==> config.mk <==
export PLATFORM = sky130hd
export DESIGN_NAME = maxpool_seq
export DESIGN_NICKNAME = d
export VERILOG_FILES = /design/src/rtl/maxpool_pkg.sv /design/src/rtl/max_tree9.sv /design/src/rtl/maxpool_seq.sv
export SDC_FILE = /design/constraint.sdc
export NUM_CORES = 1
export LEC_CHECK = 0
export CAP_MARGIN = 20
export CELL_PAD_IN_SITES_DETAIL_PLACEMENT = 0
export CELL_PAD_IN_SITES_GLOBAL_PLACEMENT = 2
export CORE_ASPECT_RATIO = 0.6
export CORE_MARGIN = 5
export CORE_UTILIZATION = 40
export CTS_CLUSTER_SIZE = 12
export DETAILED_ROUTE_END_ITERATION = 12
export DONT_BUFFER_PORTS = 1
export PLACE_DENSITY = 0.81
export SLEW_MARGIN = 20
export SYNTH_ARGS = -nofsm -noshare
export SYNTH_HDL_FRONTEND = slang
export SYNTH_HIERARCHICAL = 1
export SYNTH_SLANG_ARGS = --single-unit
==> constraint.sdc <==
create_clock -name clk -period 12.1 [get_ports clk]
set_input_delay 0 -clock clk [delete_from_list [all_inputs] [get_ports clk]]
set_output_delay 0 -clock clk [all_outputs]
set_load 0.01 [all_outputs]
==> src/rtl/maxpool_pkg.sv <==
// Shared constants, state encoding and the signed compare helper
// used by the max-pool sequencer and its reduction tree.
package maxpool_pkg;

    localparam int DATA_W   = 16;
    localparam int NUM_TAPS = 9;
    localparam logic signed [DATA_W-1:0] PAD_VALUE = 16'sh8000;

    typedef enum logic [2:0] {
        IDLE,
        FETCH,
        WAIT,
        EMIT,
        DONE
    } state_t;

    function automatic logic signed [DATA_W-1:0] smax(
        input logic signed [DATA_W-1:0] a,
        input logic signed [DATA_W-1:0] b
    );
        return (a > b) ? a : b;
    endfunction

endpackage

==> src/rtl/max_tree9.sv <==
// Combinational signed maximum of the nine window taps, arranged as a
// balanced compare tree with the ninth tap joining at the last level.
module max_tree9
    import maxpool_pkg::*;
(
    input  logic [NUM_TAPS-1:0][DATA_W-1:0] taps,
    output logic [DATA_W-1:0]               result
);

    logic signed [DATA_W-1:0] lvl1 [4];
    logic signed [DATA_W-1:0] lvl2 [2];
    logic signed [DATA_W-1:0] lvl3;

    always_comb begin
        for (int i = 0; i < 4; i++) begin
            lvl1[i] = smax(taps[2*i], taps[2*i+1]);
        end
        lvl2[0] = smax(lvl1[0], lvl1[1]);
        lvl2[1] = smax(lvl1[2], lvl1[3]);
        lvl3    = smax(lvl2[0], lvl2[1]);
        result  = smax(lvl3, taps[NUM_TAPS-1]);
    end

endmodule

==> src/rtl/maxpool_seq.sv <==
// 3x3 max-pool sequencer: walks channels and output positions, fetches the
// nine taps through one RAM read port and streams each window maximum.
module maxpool_seq
    import maxpool_pkg::*;
#(
    parameter int IMG_W  = 32,
    parameter int IMG_H  = 32,
    parameter int CH     = 8,
    parameter int STRIDE = 2,
    parameter int PAD    = 1,
    localparam int OUT_W   = (IMG_W + 2*PAD - 3) / STRIDE + 1,
    localparam int OUT_H   = (IMG_H + 2*PAD - 3) / STRIDE + 1,
    localparam int ADDR_W  = $clog2(CH*IMG_H*IMG_W),
    localparam int OADDR_W = $clog2(CH*OUT_H*OUT_W)
)(
    input  logic                     clk,
    input  logic                     rst,
    input  logic                     start,
    output logic                     busy,
    output logic                     done,
    output logic                     rd_en,
    output logic [ADDR_W-1:0]        rd_addr,
    input  logic signed [DATA_W-1:0] rd_data,
    output logic                     out_valid,
    input  logic                     out_ready,
    output logic signed [DATA_W-1:0] out_data,
    output logic [OADDR_W-1:0]       out_addr
);

    localparam int CNT_W = 16;
    localparam int K_W   = 4;
    localparam logic [K_W-1:0] LAST_K = K_W'(NUM_TAPS - 1);

    state_t state;

    logic [CNT_W-1:0] ch_cnt, oy_cnt, ox_cnt;
    logic [K_W-1:0]   k_cnt;

    logic [NUM_TAPS-1:0][DATA_W-1:0] taps, taps_next;
    logic [DATA_W-1:0]               tree_max;

    logic           iss_valid, iss_pad, cap_valid, cap_pad;
    logic [K_W-1:0] iss_idx, cap_idx;

    logic last_tap, last_col, last_row, last_ch, last_win, handshake;
    logic [CNT_W-1:0] adv_ch, adv_oy, adv_ox;

    logic             issue;
    logic [CNT_W-1:0] nxt_ch, nxt_oy, nxt_ox;
    logic [K_W-1:0]   nxt_k;
    logic             nxt_pad;
    logic [ADDR_W-1:0] nxt_addr;
    int               ky, kx, row, col;

    assign last_tap  = (k_cnt == LAST_K);
    assign last_col  = (int'(ox_cnt) == OUT_W - 1);
    assign last_row  = (int'(oy_cnt) == OUT_H - 1);
    assign last_ch   = (int'(ch_cnt) == CH - 1);
    assign last_win  = last_col && last_row && last_ch;
    assign handshake = (state == EMIT) && out_valid && out_ready;

    // Raster-order successor of the current window (ox fastest, channel slowest).
    always_comb begin
        adv_ch = ch_cnt;
        adv_oy = oy_cnt;
        adv_ox = ox_cnt + CNT_W'(1);
        if (last_col) begin
            adv_ox = '0;
            adv_oy = oy_cnt + CNT_W'(1);
            if (last_row) begin
                adv_oy = '0;
                adv_ch = ch_cnt + CNT_W'(1);
            end
        end
    end

    // The read strobe is registered, so the tap issued next cycle is chosen one
    // cycle ahead: first tap on start, next tap in FETCH, new window on handshake.
    always_comb begin
        issue  = 1'b0;
        nxt_ch = ch_cnt;
        nxt_oy = oy_cnt;
        nxt_ox = ox_cnt;
        nxt_k  = '0;
        case (state)
            IDLE: begin
                if (start) begin
                    issue  = 1'b1;
                    nxt_ch = '0;
                    nxt_oy = '0;
                    nxt_ox = '0;
                end
            end
            FETCH: begin
                if (!last_tap) begin
                    issue = 1'b1;
                    nxt_k = k_cnt + K_W'(1);
                end
            end
            EMIT: begin
                if (handshake && !last_win) begin
                    issue  = 1'b1;
                    nxt_ch = adv_ch;
                    nxt_oy = adv_oy;
                    nxt_ox = adv_ox;
                end
            end
            default: ;
        endcase
    end

    always_comb begin
        ky       = int'(nxt_k) / 3;
        kx       = int'(nxt_k) % 3;
        row      = int'(nxt_oy) * STRIDE - PAD + ky;
        col      = int'(nxt_ox) * STRIDE - PAD + kx;
        nxt_pad  = (row < 0) || (row >= IMG_H) || (col < 0) || (col >= IMG_W);
        nxt_addr = ADDR_W'(int'(nxt_ch) * (IMG_H*IMG_W) + row * IMG_W + col);
    end

    // Tap capture lands one cycle after the read strobe; padded taps take the
    // most negative value so they can never win the max.
    always_comb begin
        taps_next = taps;
        if (cap_valid) begin
            taps_next[cap_idx] = cap_pad ? PAD_VALUE : rd_data;
        end
    end

    max_tree9 u_tree (
        .taps   (taps_next),
        .result (tree_max)
    );

    always_ff @(posedge clk or posedge rst) begin
        if (rst) begin
            state     <= IDLE;
            ch_cnt    <= '0;
            oy_cnt    <= '0;
            ox_cnt    <= '0;
            k_cnt     <= '0;
            taps      <= '0;
            iss_valid <= 1'b0;
            iss_pad   <= 1'b0;
            iss_idx   <= '0;
            cap_valid <= 1'b0;
            cap_pad   <= 1'b0;
            cap_idx   <= '0;
            busy      <= 1'b0;
            done      <= 1'b0;
            rd_en     <= 1'b0;
            rd_addr   <= '0;
            out_valid <= 1'b0;
            out_data  <= '0;
            out_addr  <= '0;
        end else begin
            taps      <= taps_next;
            done      <= 1'b0;
            rd_en     <= issue && !nxt_pad;
            iss_valid <= issue;
            iss_idx   <= nxt_k;
            iss_pad   <= nxt_pad;
            cap_valid <= iss_valid;
            cap_idx   <= iss_idx;
            cap_pad   <= iss_pad;
            if (issue) begin
                rd_addr <= nxt_addr;
            end

            case (state)
                IDLE: begin
                    if (start) begin
                        ch_cnt <= '0;
                        oy_cnt <= '0;
                        ox_cnt <= '0;
                        k_cnt  <= '0;
                        busy   <= 1'b1;
                        state  <= FETCH;
                    end
                end
                FETCH: begin
                    if (last_tap) begin
                        state <= WAIT;
                    end else begin
                        k_cnt <= k_cnt + K_W'(1);
                    end
                end
                WAIT: begin
                    out_valid <= 1'b1;
                    out_data  <= tree_max;
                    out_addr  <= OADDR_W'(int'(ch_cnt) * (OUT_H*OUT_W)
                                          + int'(oy_cnt) * OUT_W + int'(ox_cnt));
                    state     <= EMIT;
                end
                EMIT: begin
                    if (handshake) begin
                        out_valid <= 1'b0;
                        k_cnt     <= '0;
                        if (last_win) begin
                            busy  <= 1'b0;
                            done  <= 1'b1;
                            state <= DONE;
                        end else begin
                            ch_cnt <= adv_ch;
                            oy_cnt <= adv_oy;
                            ox_cnt <= adv_ox;
                            state  <= FETCH;
                        end
                    end
                end
                DONE: begin
                    state <= IDLE;
                end
                default: begin
                    state <= IDLE;
                end
            endcase
        end
    end

endmodule

==> qor.txt, run 1 <==
run status: complete, but fails checks
violations in the final reports: hold timing
via/cell ratio: 5.86
Startpoint Class: flip-flop
antenna violations before repair: 3
worst slew pin tran: 1.08 ns
gpl congestion: 0.952
Final period util: 94.0%
Post-synth EDFFs: 0
post-synthesis simple-gate area fraction: 19.0%
Rel. slew slack: 27.6%
Wirelength per Cell: 23.0 um
required time of the worst setup path: 12.56 ns
max cap viols: 0
IO Count: 64
Met3 Wirelength: 7020 um
drt first pass iters: 5
final wirelength: 68,800 um
Post-Synth Adder-Cell Area: 12.5%
clock latency on the worst-skew pair: 0.58 ns
die height: 184 um
die width: 300 um
layout cells sized above 1: 8.98%
critical path class: reg2reg
Clock Tree Root: clkbuf_16
final setup TNS: 0 ns
CP Max Fanout: 32
Main synth FF type: dfrtp_1
max-slew violation count: 0
worst hold slack: -0.0171 ns
largest family of logic cells by synthesized area: simple AND/OR/NAND/NOR gates
Layout Nets: 2,537
min Tclk post-route: 11.38 ns
Highest Clock Rate: 87.9 MHz
WL met2: 23,000 um
largest net degree at the start of global routing: 122
Worst-path clk slew: 0.06 ns
wl on met1: 37,900 um
Starting Density: 40.6%
Largest stage delay, worst path: 0.68 ns
Synth Register Bits: 255
Top Layer Used: met4
initial DRC count: 1,739
GRT Overall Usage: 24.5%
Yosys warnings: 6
crit path max-delay cell type: mux2i_1
DP Wirelength: 53,600 um
ys async rst share: 100%
post-synthesis compound-gate area fraction: 18.8%
H-tree levels: 1
class of the worst hold path: in2reg
Critical Path AT: 11.84 ns
vias in the first global route: 16,100
Clock Sinks: 255
P&R area growth vs syn: 8.46%
XOR/XNOR Fraction of Synth Area: 4.03%
Worst Hold Depth: 3
Yosys cell types: 108
# DRC: 0
Max Root-Sink Buffers: 3
first-pass GRT wire length: 104,000 um
# setup viols final: 0
Finished Core Util: 44.0%
core area: 49,700 um^2
mux share of post-synthesis cell area: 8.38%
register area share after synthesis: 31.6%
Cells after Synth: 2,340
Syn Nets: 2,556
Avg Inst Size Synth: 8.62 um^2
# rows: 63
worst reg2reg path depth: 43
antenna-violating nets left: 0
remaining global-route overflow: 0
vias: 17,500
Critical Path Sink Type: flip-flop
cts bufs inserted: 28
Hold Fails Final Rpt: 1
TritonCTS clock tree: yes
Fin Clk Skew: 0.0183 ns
synthesized area: 20,200 um^2
Die ar.: 55,200 um^2
PortBufs: 0
==> synth_stat cells (all sizes together) (11+ instances only) <==
library cell,count,share of area [%]
a211oi,13,0.55
a21o,48,1.8
a21oi,139,3.5
a31oi,11,0.34
and3,29,0.92
buf,18,0.70
clkbuf,76,1.4
dfrtp,255,32
ha,188,12
inv,187,3.5
mux2,58,3.3
mux2i,92,5.1
nand2,297,5.5
nand2b,33,1.0
nand3,49,1.2
nand3b,19,0.71
nand4,45,1.6
nor2,124,2.3
nor2b,17,0.53
nor3,44,1.1
nor4,20,1.0
o21a,13,0.48
o21ai,252,6.3
o221ai,16,0.79
o31a,11,0.48
or3,12,0.37
or4,12,0.47
xnor2,62,2.7
xor2,30,1.3
==> layout by cell type (no fill, tap or decap), types with 29 or more instances in the layout <==
cell         n
ha_1       188
nor2_1     123
mux2_2      57
xnor2_1     62
nand2b_1    33
nand3_1     47
a21o_1      48
clkbuf_16   29
buf_4       41
nand4_1     40
a21oi_1    135
o21ai_0    236
nand2_1    296
inv_1      183
mux2i_1     80
xor2_1      29
nor3_1      42
dfrtp_1    255
==> routing by layer <==
metal | global-route usage [%] | vias up
li1 | - | 8322
met1 | 43.1 | 8513
met2 | 28.6 | 628
met3 | 6.57 | 47
met4 | 2.91 | 0
met5 | 0 | -
==> sequential cells by signal, indices dropped and copies added (netlist names), 3 cells and up <==
signal and count:
k_cnt 4, taps 144, oy_cnt 16, cap_idx 4, out_data 16, iss_idx 4
rd_addr 13, state 3, out_addr 11, ch_cnt 16, ox_cnt 16
==> layout make-up <==
cell class                      count  area (um^2)
Fill cell                        4871        27800
Multi-Input combinational cell   1802        12700
Sequential cell                   255         6380
Clock buffer                       39          833
Tap cell                          650          813
Inverter                          189          717
Timing Repair Buffer               45          348
Clock inverter                      8         92.6
Antenna cell                        2         5.00
==> logic make-up after synthesis <==
kind of cell             after synthesis
AND/OR/NAND/NOR                      754
AO/OA/AOI/OAI                        610
buffers and inverters                283
flip-flops                           255
adder cells (fa/ha/maj)              196
multiplexers                         150
XOR/XNOR                              92
==> path summary, 6_finish.rpt <==
kind	from	to	slack [ns]
max	cap_pad$_DFF_PP0_	out_data[1]$_DFFE_PP0P_	0.72
min	rd_data[15]	taps[79]$_DFF_PP0_	-0.02
max reg2reg	cap_pad$_DFF_PP0_	out_data[1]$_DFFE_PP0P_	0.72
min reg2reg	iss_idx[1]$_DFF_PP0_	cap_idx[1]$_DFF_PP0_	0.34
max in group asynchronous	rst	taps[18]$_DFF_PP0_	9.50
min in group asynchronous	rst	ch_cnt[6]$_DFFE_PP0P_	0.15
==> critical path: cells and delay by family, from the launching register on <==
family,cells,cell delay [ns]
AO/OA/AOI/OAI,19,3.88
XOR/XNOR,1,0.14
adder cells (fa/ha/maj),4,1.16
buffers and inverters,5,1.11
flip-flops,1,0.56
multiplexers,6,2.43
AND/OR/NAND/NOR,8,1.97
==> repair_timing <==
action / in CTS / in global routing
hold endpoints to repair: 139 / 0
hold buffers: 4 / 0
buffers inserted: 0 / 4
resized for setup: 0 / 6
setup endpoints to repair: 0 / 16
==> per-stage QoR <==
step	setup slack, ns	instance area, um^2	std cells
global route	-0.0183	21900	2988
global placement	0.663	20900	2933
finish	0.721	21900	2990
detailed placement	0.336	20900	2933
floorplan	1.61	20200	2340
CTS	0.292	21800	2984
Power of run 1 is left out: the tool's default activity adds up to more than one toggle a clock period on the data nets, which glitch-free logic cannot reach.
==> run 2, diff against run 1 <==
--- a/config.mk
+++ b/config.mk
@@ -14,9 +14,8 @@
 export CTS_CLUSTER_SIZE = 12
 export DETAILED_ROUTE_END_ITERATION = 12
 export DONT_BUFFER_PORTS = 1
-export PLACE_DENSITY = 0.81
+export PLACE_DENSITY = 0.82
 export SLEW_MARGIN = 20
 export SYNTH_ARGS = -nofsm -noshare
 export SYNTH_HDL_FRONTEND = slang
-export SYNTH_HIERARCHICAL = 1
 export SYNTH_SLANG_ARGS = --single-unit
==> constraint.sdc (replaced) <==
create_clock -name clk -period 12.1 [get_ports clk]
set_input_delay 1.21 -clock clk [delete_from_list [all_inputs] [get_ports clk]]
set_output_delay 1.21 -clock clk [all_outputs]
set_load 0.01 [all_outputs]
==> qor.txt, run 2 <==
Main synth FF type: dfrtp_1
final setup TNS: 0 ns (unchanged)
P&R area growth vs syn: 8.16%
Max Root-Sink Buffers: 3 (unchanged)
Clock Sinks: 255 (unchanged)
Clock Tree Root: clkbuf_16
antenna-violating nets left: 0 (unchanged)
crit path max-delay cell type: o21ai_0
largest register by flop count: taps
layout cells sized above 1: 8.34% (-0.65 points)
Yosys cell types: 95 (-12%)
worst reg2reg path depth: 47 (+9.3%)
Layout Nets: 2,709 (+6.8%)
WP buf/inv: 0 (-5)
run status: completed
Inserted Diodes: 0 (-2)
first-pass GRT wire length: 112,000 um (+7.0%)
Post-synth EDFFs: 0 (unchanged)
antenna violations before repair: 3 (unchanged)
remaining global-route overflow: 0 (unchanged)
drt first pass iters: 6 (+1)
Fin Clk Skew: 0.0141 ns (-0.00419 ns)
die height: 186 um (+1.4%)
# DRC: 0 (unchanged)
# setup viols final: 0 (unchanged)
cts bufs inserted: 29 (+3.6%)
PortBufs: 0 (unchanged)
# rows: 64 (+1.6%)
Largest stage delay, worst path: 0.60 ns (-0.08 ns)
critical path class: reg2reg
max-slew violation count: 0 (unchanged)
GRT Overall Usage: 24.9% (+0.38 points)
Final period util: 94.2% (+0.19 points)
most numerous cell in the Yosys netlist: dfrtp_1
top cells by count, synth: dfrtp_1 (255), nor2_1 (250), a21oi_1 (246), nand2_1 (228), inv_1 (212)
Critical Path AT: 11.83 ns (about the same)
IO Count: 64 (unchanged)
via/cell ratio: 5.95 (+1.5%)
area share of the largest cell type after synthesis: 30.8% (-0.89 points)
FILL cells: 5,141 (+5.5%)
Starting Density: 40.6% (-0.056 points)
Cells after Synth: 2,543 (+8.7%)
commonest non-fill, non-tap cell in the layout: dfrtp_1
required time of the worst setup path: 12.53 ns (-0.03 ns)
Met3 Wirelength: 8090 um (+15%)
register area share after synthesis: 30.8% (-0.89 points)
max cap viols: 0 (unchanged)
post-CTS setup buffers: 0 (unchanged)
largest net degree at the start of global routing: 136 (+11%)
top cells by area, synth: dfrtp_1 (31%), ha_1 (11%), a21oi_1 (5.9%)
Die ar.: 56,700 um^2 (+2.8%)
RSZ-0062 raised after global routing: false
synthesized area: 20,800 um^2 (+2.9%)
CP Max Fanout: 16 (-50%)
Worst Hold Depth: 0 (-3)
wl on met1: 40,000 um (+5.3%)
gpl congestion: 0.930 (-2.4%)
die width: 304 um (+1.4%)
vias in the first global route: 17,600 (+9.2%)
Hold Fails Final Rpt: 0 (-1)
Worst-path clk slew: 0.06 ns (about the same)
Critical Path Most Common Cell: o21a_1
Avg Inst Size Synth: 8.16 um^2 (-5.3%)
H-tree levels: 1 (unchanged)
Critical Path Sink Type: flip-flop
cell taking the most area after synthesis: dfrtp_1
cts hold-fix bufs: 0 (-4)
CP Depth: 47 (+9.3%)
most frequent cells in the layout: dfrtp_1 (253), nor2_1 (248), a21oi_1 (246)
core area: 51,200 um^2 (+3.0%)
Highest Clock Rate: 87.7 MHz (-0.20%)
clock latency on the worst-skew pair: 0.57 ns (about the same)
Top delay family on crit path: compound AO/OA/AOI/OAI gates
class of the worst hold path: reg2reg
worst slew pin tran: 1.08 ns (-0.000532 ns)
min Tclk post-route: 11.40 ns (+0.0231 ns)
initial DRC count: 2,014 (+16%)
Yosys warnings: 0 (-6)
Synth Register Bits: 255 (unchanged)
vias: 19,100 (+9.1%)
Wirelength per Cell: 22.9 um (-0.53%)
Largest register FFs: 144 (unchanged)
Startpoint Class: flip-flop
Syn Nets: 2,752 (+7.7%)
Top Layer Used: met4
TritonCTS clock tree: yes
ys async rst share: 100% (unchanged)
final wirelength: 73,500 um (+6.9%)
DP Wirelength: 57,000 um (+6.4%)
WL met2: 24,500 um (+6.6%)
Rel. slew slack: 25.9% (-1.7 points)
==> run 2: worst paths after layout <==
kind,slack [ns],to,start
min reg2reg,0.34,cap_idx[1]$_DFF_PP0_,iss_idx[1]$_DFF_PP0_
max reg2reg,0.70,out_data[4]$_DFFE_PP0P_,cap_idx[3]$_DFF_PP0_
min,0.34,cap_idx[1]$_DFF_PP0_,iss_idx[1]$_DFF_PP0_
min in group asynchronous,0.68,ch_cnt[12]$_DFFE_PP0P_,rst
max,0.70,out_data[4]$_DFFE_PP0P_,cap_idx[3]$_DFF_PP0_
max in group asynchronous,10.08,rd_addr[9]$_DFFE_PP0P_,rst
==> run 2: routing by layer <==
metal	vias to the layer above	global-route usage (%)
li1	9031	-
met1	9299	43.1
met2	719	28.9
met3	51	8.25
met4	0	2.84
met5	-	0
==> run 2: cells by family (layout without fill, tap and decap cells) <==
family	Yosys count	in the layout	synth area share [%]
AO/OA/AOI/OAI	695	696	21.3
XOR/XNOR	99	99	4.18
adder cells (fa/ha/maj)	191	191	11.8
buffers and inverters	340	315	6.40
flip-flops	255	255	30.8
multiplexers	104	104	5.38
AND/OR/NAND/NOR	859	859	20.2
==> run 2: metrics by stage <==
stage	hold slack, ns	cells	area [um^2]	util (%)	worst slack (ns)
2_1_floorplan	0.331	2543	20800	-	0.281
3_3_place_gp	0.335	3161	21500	42.0	0.198
3_5_place_dp	0.336	3161	21500	42.0	0.249
4_1_cts	0.340	3211	22400	43.8	0.217
5_1_grt	0.342	3212	22400	43.9	0.0149
6_report	0.341	3212	22400	43.9	0.698
==> run 2: repair_timing <==
item,CTS,global route
gates resized for setup,0,12
setup endpoints to repair,0,16
endpoints found under the hold margin,0,0
==> run 2: layout make-up <==
type | instances | area [um^2] | share of cell area [%]
Clock buffer | 38 | 790 | 3.52
Clock inverter | 12 | 93.8 | 0.418
Inverter | 215 | 815 | 3.63
Multi-Input combinational cell | 1949 | 13100 | 58.4
Sequential cell | 255 | 6380 | 28.4
Tap cell | 693 | 867 | 3.86
Timing Repair Buffer | 50 | 392 | 1.74
==> run 2: worst register-to-register path: cells and delay by family (launching register included) <==
family | cells | cell delay (ns)
compound gates | 31 | 6.66
flops | 1 | 0.51
mux | 3 | 1.00
fa+ha+maj | 4 | 1.17
simple gates | 9 | 1.95
Power of run 2 is left out for the same reason.
==> run 3, diff against run 2 <==
--- a/config.mk
+++ b/config.mk
@@ -5,12 +5,13 @@
 export SDC_FILE = /design/constraint.sdc
 export NUM_CORES = 1
 export LEC_CHECK = 0
+export ABC_AREA = 1
 export CAP_MARGIN = 20
 export CELL_PAD_IN_SITES_DETAIL_PLACEMENT = 0
 export CELL_PAD_IN_SITES_GLOBAL_PLACEMENT = 2
 export CORE_ASPECT_RATIO = 0.6
-export CORE_MARGIN = 5
-export CORE_UTILIZATION = 40
+export CORE_MARGIN = 10
+export CORE_UTILIZATION = 38
 export CTS_CLUSTER_SIZE = 12
 export DETAILED_ROUTE_END_ITERATION = 12
 export DONT_BUFFER_PORTS = 1
==> qor.txt, run 3 <==
antenna violations before repair: 1 (-2)
vias in the first global route: 17,400 (-0.84%)
Critical Path AT: 11.57 ns (-0.26 ns)
Layout Nets: 3,059 (+13%)
max-slew violation count: 0 (unchanged)
antenna-violating nets left: 0 (unchanged)
Largest register FFs: 144 (unchanged)
core area: 52,700 um^2 (+3.0%)
Highest Clock Rate: 90.0 MHz (+2.6%)
via/cell ratio: 5.28 (-11%)
WP buf/inv: 2 (+2)
# DRC: 0 (unchanged)
worst reg2reg path depth: 45 (-4.3%)
Min-Delay Endpoint: cap_pad$_DFF_PP0_
area share of the largest cell type after synthesis: 31.4% (+0.67 points)
Largest stage delay, worst path: 0.87 ns (+0.27 ns)
largest register by flop count: taps
register area share after synthesis: 31.4% (+0.67 points)
crit path max-delay cell type: o21ai_0
Top delay family on crit path: simple AND/OR/NAND/NOR gates
Main synth FF type: dfrtp_1
# setup viols final: 0 (unchanged)
Hold Fails Final Rpt: 0 (unchanged)
largest net degree at the start of global routing: 123 (-9.6%)
Reg2Reg Setup Slack: 0.98 ns (+0.29 ns)
Die ar.: 63,400 um^2 (+12%)
hold_sp: iss_pad$_DFF_PP0_
Final period util: 91.9% (-2.4 points)
multi-input logic area: 12,200 um^2 (-7.2%)
Critical Path Most Common Cell: nand2_1
gpl congestion: 0.956 (+2.8%)
most frequent cells in the layout: nand2_1 (743), inv_1 (365), dfrtp_1 (255)
top cells by count, synth: nand2_1 (743), inv_1 (366), dfrtp_1 (255), o21ai_0 (242), nor2_1 (201)
remaining global-route overflow: 0 (unchanged)
RSZ-0062 raised after global routing: false
Fin Clk Skew: 0.0302 ns (+0.0161 ns)
Wirelength per Cell: 19.8 um (-14%)
Yosys warnings: 0 (unchanged)
vias: 18,900 (-1.2%)
PortBufs: 0 (unchanged)
Max Root-Sink Buffers: 3 (unchanged)
TritonCTS clock tree: yes
GRT Overall Usage: 22.0% (-2.9 points)
IO Count: 64 (unchanged)
Starting Density: 38.5% (-2.0 points)
final wirelength: 70,700 um (-3.7%)
ys async rst share: 100% (unchanged)
synthesized area: 20,300 um^2 (-2.1%)
commonest non-fill, non-tap cell in the layout: nand2_1
required time of the worst setup path: 12.55 ns (+0.02 ns)
DP Cell Count: 3,520 (+11%)
drt first pass iters: 6 (unchanged)
Avg Inst Size Synth: 7.13 um^2 (-13%)
R2R Path Start: cap_valid$_DFF_PP0_
Startpoint Class: flip-flop
initial DRC count: 2,004 (-0.50%)
DP Wirelength: 57,700 um (+1.3%)
Clock Tree Root: clkbuf_16
clock latency on the worst-skew pair: 0.59 ns (+0.02 ns)
H-tree levels: 1 (unchanged)
die width: 318 um (+4.7%)
FILL cells: 5,521 (+7.4%)
first-pass GRT wire length: 109,000 um (-2.5%)
min Tclk post-route: 11.12 ns (-0.286 ns)
cell taking the most area after synthesis: dfrtp_1
storage element area: 6380 um^2 (about the same)
Post-synth EDFFs: 0 (unchanged)
Worst-path clk slew: 0.06 ns (about the same)
max cap viols: 0 (unchanged)
Cells after Synth: 2,850 (+12%)
post-CTS setup buffers: 0 (unchanged)
Worst Hold Depth: 0 (unchanged)
die height: 199 um (+6.8%)
run status: completed
worst slew pin tran: 0.962 ns (-0.121 ns)
Yosys cell types: 64 (-33%)
top cells by area, synth: dfrtp_1 (31%), nand2_1 (14%), ha_1 (11%)
Synth Register Bits: 255 (unchanged)
Clock Sinks: 255 (unchanged)
dpl cell area: 21,100 um^2 (-1.8%)
final setup TNS: 0 ns (unchanged)
class of the worst hold path: reg2reg
cts bufs inserted: 29 (unchanged)
CP Max Fanout: 22 (+6)
critical path class: reg2reg
Syn Nets: 3,060 (+11%)
Rel. slew slack: 35.6% (+9.7 points)
Post-Layout Inst Area: 22,100 um^2 (-1.4%)
Critical Path Sink Type: flip-flop
P&R area growth vs syn: 8.93%
most numerous cell in the Yosys netlist: nand2_1
reg-to-reg endpoint: out_data[0]$_DFFE_PP0P_
Finished Layout Cells: 3,577 (+11%)
layout cells sized above 1: 8.88% (+0.54 points)
# rows: 65 (+1.6%)
-- run 3: cell types whose count changed in the layout (fill, tap and decap cells not counted), sizes merged, moves of 26 or more --
cell,change
or2,+26
a21oi,-91
nor3,-27
nand3,+136
o21ai,+101
and3,-27
a21o,-30
inv,+172
mux2i,-44
nand2b,-33
xor2,+26
xnor2,-48
mux2,-60
nand2,+569
-- run 3: worst max-delay path by stage --
stage / startpoint / endpoint / cells past startpoint
3_5_place_dp: rd_data[15] / out_data[9]$_DFFE_PP0P_ / 48
5_1_grt: cap_idx[2]$_DFF_PP0_ / out_data[3]$_DFFE_PP0P_ / 53
2_1_floorplan: rd_data[15] / out_data[0]$_DFFE_PP0P_ / 52
4_1_cts: cap_idx[3]$_DFF_PP0_ / out_data[0]$_DFFE_PP0P_ / 51
3_3_place_gp: rd_data[15] / out_data[1]$_DFFE_PP0P_ / 50
6_report: cap_valid$_DFF_PP0_ / out_data[0]$_DFFE_PP0P_ / 45
-- run 3: area by class of cell --
class | instances | share of cell area [%]
multi-input combinational | 2142 | 55.0
sequential | 255 | 28.8
clock inverter | 11 | 0.509
antenna | 2 | 0.0226
clock buffer | 43 | 3.83
tap | 703 | 3.98
timing repair buffer | 32 | 1.18
inverter | 389 | 6.65
-- run 3: per-stage QoR --
stage | setup slack, ns | utilization, % | hold WS [ns]
2_1_floorplan | 3.38 | - | 0.331
3_3_place_gp | 0.820 | 40.1 | 0.340
3_5_place_dp | 0.711 | 40.1 | 0.336
4_1_cts | 0.829 | 41.9 | 0.353
5_1_grt | 0.0190 | 42.0 | 0.350
6_report | 0.983 | 42.0 | 0.351
-- run 3: metal layers --
layer  vias to the layer above  wire length [um]  GRT usage, %
met5                         -                 0             0
met4                         0              1000          3.21
met3                        67              6930          6.17
met2                       587             22700          25.5
met1                      8879             40100          37.4
li1                       9338                 -             -
-- run 3: kinds of logic (layout without fill, tap and decap cells) --
group           Yosys count  count (layout)  share of synthesized area (%)
compound gates          490             490                           13.2
fa+ha+maj               190             190                           12.0
xor+xnor                 77              77                           3.36
other cells               0               2                              0
simple gates           1385            1385                           31.3
buf+inv                 453             475                           8.75
flops                   255             255                           31.4
-- run 3: timing repair --
item,CTS,global route
setup endpoints to repair,0,16
resized for setup,0,1
hold buffers,0,0
Power of run 3 is left out for the same reason.
